**src/rtl/sll_shifter.sv**
```systemverilog
// sll_shifter: 32-bit logical left barrel shifter, five cascaded 2:1 mux rows.
// Define SLL_OUT_REG_EN for a registered output (async reset, 1-cycle latency).
`default_nettype none

module sll_shifter (
  input  logic        clk,
  input  logic        rst,
  input  logic [31:0] in,
  input  logic [4:0]  select,
  output logic [31:0] out
);

  // stage[0] is the operand; stage[j+1] is stage[j] shifted by 2^j when select[j] is set.
  logic [5:0][31:0] stage;

  assign stage[0] = in;

  for (genvar j = 0; j < 5; j++) begin : g_stage
    for (genvar k = 0; k < 32; k++) begin : g_bit
      if (k >= (1 << j)) begin : g_mux
        assign stage[j+1][k] = select[j] ? stage[j][k-(1<<j)] : stage[j][k];
      end else begin : g_zero
        assign stage[j+1][k] = select[j] ? 1'b0 : stage[j][k];
      end
    end
  end

`ifdef SLL_OUT_REG_EN
  always_ff @(posedge clk or posedge rst) begin
    if (rst) begin
      out <= 32'h0000_0000;
    end else begin
      out <= stage[5];
    end
  end
`else
  // Clock and reset stay on the port list for a build-independent footprint.
  logic unused_clk_rst;
  assign unused_clk_rst = clk ^ rst;
  assign out            = stage[5];
`endif

endmodule

`default_nettype wire

```
**config.mk**
```make
export PLATFORM = sky130hd
export DESIGN_NAME = sll_shifter
export DESIGN_NICKNAME = d
export VERILOG_FILES = /design/src/rtl/sll_shifter.sv
export SDC_FILE = /design/constraint.sdc
export NUM_CORES = 1
export LEC_CHECK = 0
export BUFFER_PORTS_ARGS = -buffer_cell sky130_fd_sc_hd__buf_2
export CORE_MARGIN = 2
export CORE_UTILIZATION = 57
export DETAILED_ROUTE_END_ITERATION = 16
export GPL_ROUTABILITY_DRIVEN = 0
export PLACE_DENSITY = 0.88
export REMOVE_ABC_BUFFERS = 1
export SYNTH_ARGS = -nofsm -noshare
export SYNTH_HDL_FRONTEND = slang
export SYNTH_SLANG_ARGS = --single-unit
```
**constraint.sdc**
```tcl
create_clock -name vclk -period 4.8
set_clock_uncertainty 0.2 [all_clocks]
set_input_delay 0.24 -clock vclk [all_inputs]
set_output_delay 0.24 -clock vclk [all_outputs]
set_load 0.05 [all_outputs]
```
==> flow_summary.json <==
{
  "crit_start": "select[1]",
  "design.seq.count": 0,
  "fmax_ghz": 0.3248,
  "p_total_mw": 0.3310,
  "die_h_um": 60.85,
  "p_per_area_nw_per_um2": 155.9,
  "grt_pass1_wl_um": 9308,
  "port_buffers": 69,
  "final_antenna_net_count": 0,
  "most-common-layout-cells": "69 x buf_2, 46 x nor2_1, 29 x nand2_1",
  "cap_viol_max_count": 0,
  "synth_warnings": 0,
  "grt_use_total_pct": 32.80,
  "cts_setup_buffers": 0,
  "slew_headroom_pct": 35.56,
  "syn-cell-area_um2": 1842,
  "critPathCaptureType": "output pin",
  "p_leak_nw": 0.9848,
  "grt_pass1_vias": 1968,
  "antenna_found_initial": 0,
  "gr-total-overflow": 0,
  "ys_seq_area_share_pct": 0,
  "setup_viol": 0,
  "cp_data_arrival_time_ns": 2.64,
  "drt-pass1-iter-count": 5,
  "finalCritPeriodShare_pct": 64.14,
  "ir_worst_vdd_uv": 156.9,
  "nClkBuffers": 0,
  "start_kind": "input pin",
  "slew_viol_final": 0,
  "grt_max_degree": 44,
  "hp-start": "in[0]",
  "fillerInstances": 278,
  "worst_pin_slew_ns": 0.9666,
  "cts-resized-gates": 0,
  "io_pins": 71,
  "required_ns": 4.36,
  "status": "finished, final reports clean",
  "critPathTopFamily": "buffers and inverters",
  "antenna_cells": 0,
  "cts_hold_buf": 0,
  "postSynthCellCount": 264,
  "min_period_ns": 3.079,
  "remaining_drc_errors": 0,
  "drtIter0Drc": 163,
  "start_util_pct": 60.33,
  "placed_area_um2": 2123,
  "hold_viol_final": 0,
  "crit_buf_inv": 4,
  "fin_setup_tns_ns": 0,
  "ff_latch_area_um2": 0,
  "final_util_pct": 69.55,
  "die_x_um": 60.85,
  "rows": 20,
  "wl_um": 5891,
  "core_region_area_um2": 3053,
  "num_vias": 2313,
  "area_growth_pct": 15.29,
  "hpwl_um": 4476,
  "avgRoutedWirePerCell_um": 16.64,
  "syn_avg_cell_area_um2": 6.976,
  "cp_max_fo": 33,
  "fin_area_um2": 2123,
  "hold_path.class": "in -> out",
  "dieArea_um2": 3702,
  "multi_input_area_um2": 1704,
  "crit_path_cell_trace": "buf_2 -> inv_1 -> buf_4 -> mux2i_1 -> mux2i_1 -> nor2_1 -> a211oi_1 -> buf_2",
  "nets": 351,
  "viasPerCell": 6.534,
  "yosysUniqueCellTypes": 45,
  "cp_slowest_stage_delay_ns": 0.50,
  "slowest_stage": "inv_1",
  "crit_type": "in -> out",
  "drive_above_1_share_pct": 34.84,
  "final_common_cell": "buf_2",
  "rsz0062_at_grt": "false"
}
-- cells in the mapped netlist, types with 3 or more instances --
library cell / instances / area, um^2
nand2b_1: 4 / 25.02
clkbuf_1: 12 / 45.04
a22o_1: 5 / 43.79
o21ai_0: 7 / 35.03
nand2_1: 29 / 108.9
a211oi_1: 8 / 60.06
inv_1: 3 / 11.26
mux4_2: 6 / 135.1
mux2i_1: 27 / 270.3
a22oi_1: 4 / 30.03
o211ai_1: 4 / 30.03
mux2_4: 5 / 75.07
nor2b_1: 7 / 43.79
nor3_1: 5 / 25.02
o22ai_1: 7 / 43.79
mux2_2: 23 / 259.0
nand3_1: 6 / 30.03
a21oi_1: 11 / 55.05
o21ai_1: 4 / 20.02
buf_2: 8 / 40.04
buf_6: 3 / 33.78
nor2_1: 46 / 172.7
-- final timing paths --
path / endpoint / slack (ns) / cells after the start
hold / removal: out[0] / 0.90 / 5
setup / recovery: out[13] / 1.72 / 8
-- report_power, final --
part | internal, mW | switching, mW | total (mW)
sequential | 0 | 0 | 0
combinational | 0.110 | 0.221 | 0.331
clock | 0 | 0 | 0
-- logic make-up (layout without fill, tap and decap cells) --
family	count (synthesis)	after routing	synth area share (%)
multiplexers	62	62	40.76
AO/OA/AOI/OAI	70	70	26.90
buffers and inverters	27	73	7.473
AND/OR/NAND/NOR	105	105	24.86
-- final cells by class --
type | count | share of cell area [%]
tap | 44 | 2.593
inverter | 3 | 0.5303
multi-input combinational | 237 | 80.26
timing repair buffer | 70 | 16.62
-- routing by layer --
layer | track usage (%) | vias to the layer above | routed length (um)
met5 | 0 | - | 0
met3 | 1.493 | 20 | 659
met1 | 47.50 | 1040 | 2358
met2 | 51.61 | 168 | 2665
li1 | - | 1085 | -
met4 | 11.80 | 0 | 208
-- through the flow --
| step | setup WS (ns) | cells | hold WS (ns) |
|---|---|---|---|
| floorplan | 1.768 | 240 | 0.4523 |
| global placement | 1.786 | 354 | 0.8785 |
| detailed placement | 1.763 | 354 | 0.8957 |
| CTS | 1.760 | 354 | 0.8979 |
| global route | 1.586 | 354 | 0.9261 |
| finish | 1.721 | 354 | 0.8961 |
Power figures use the tool's default switching activity.
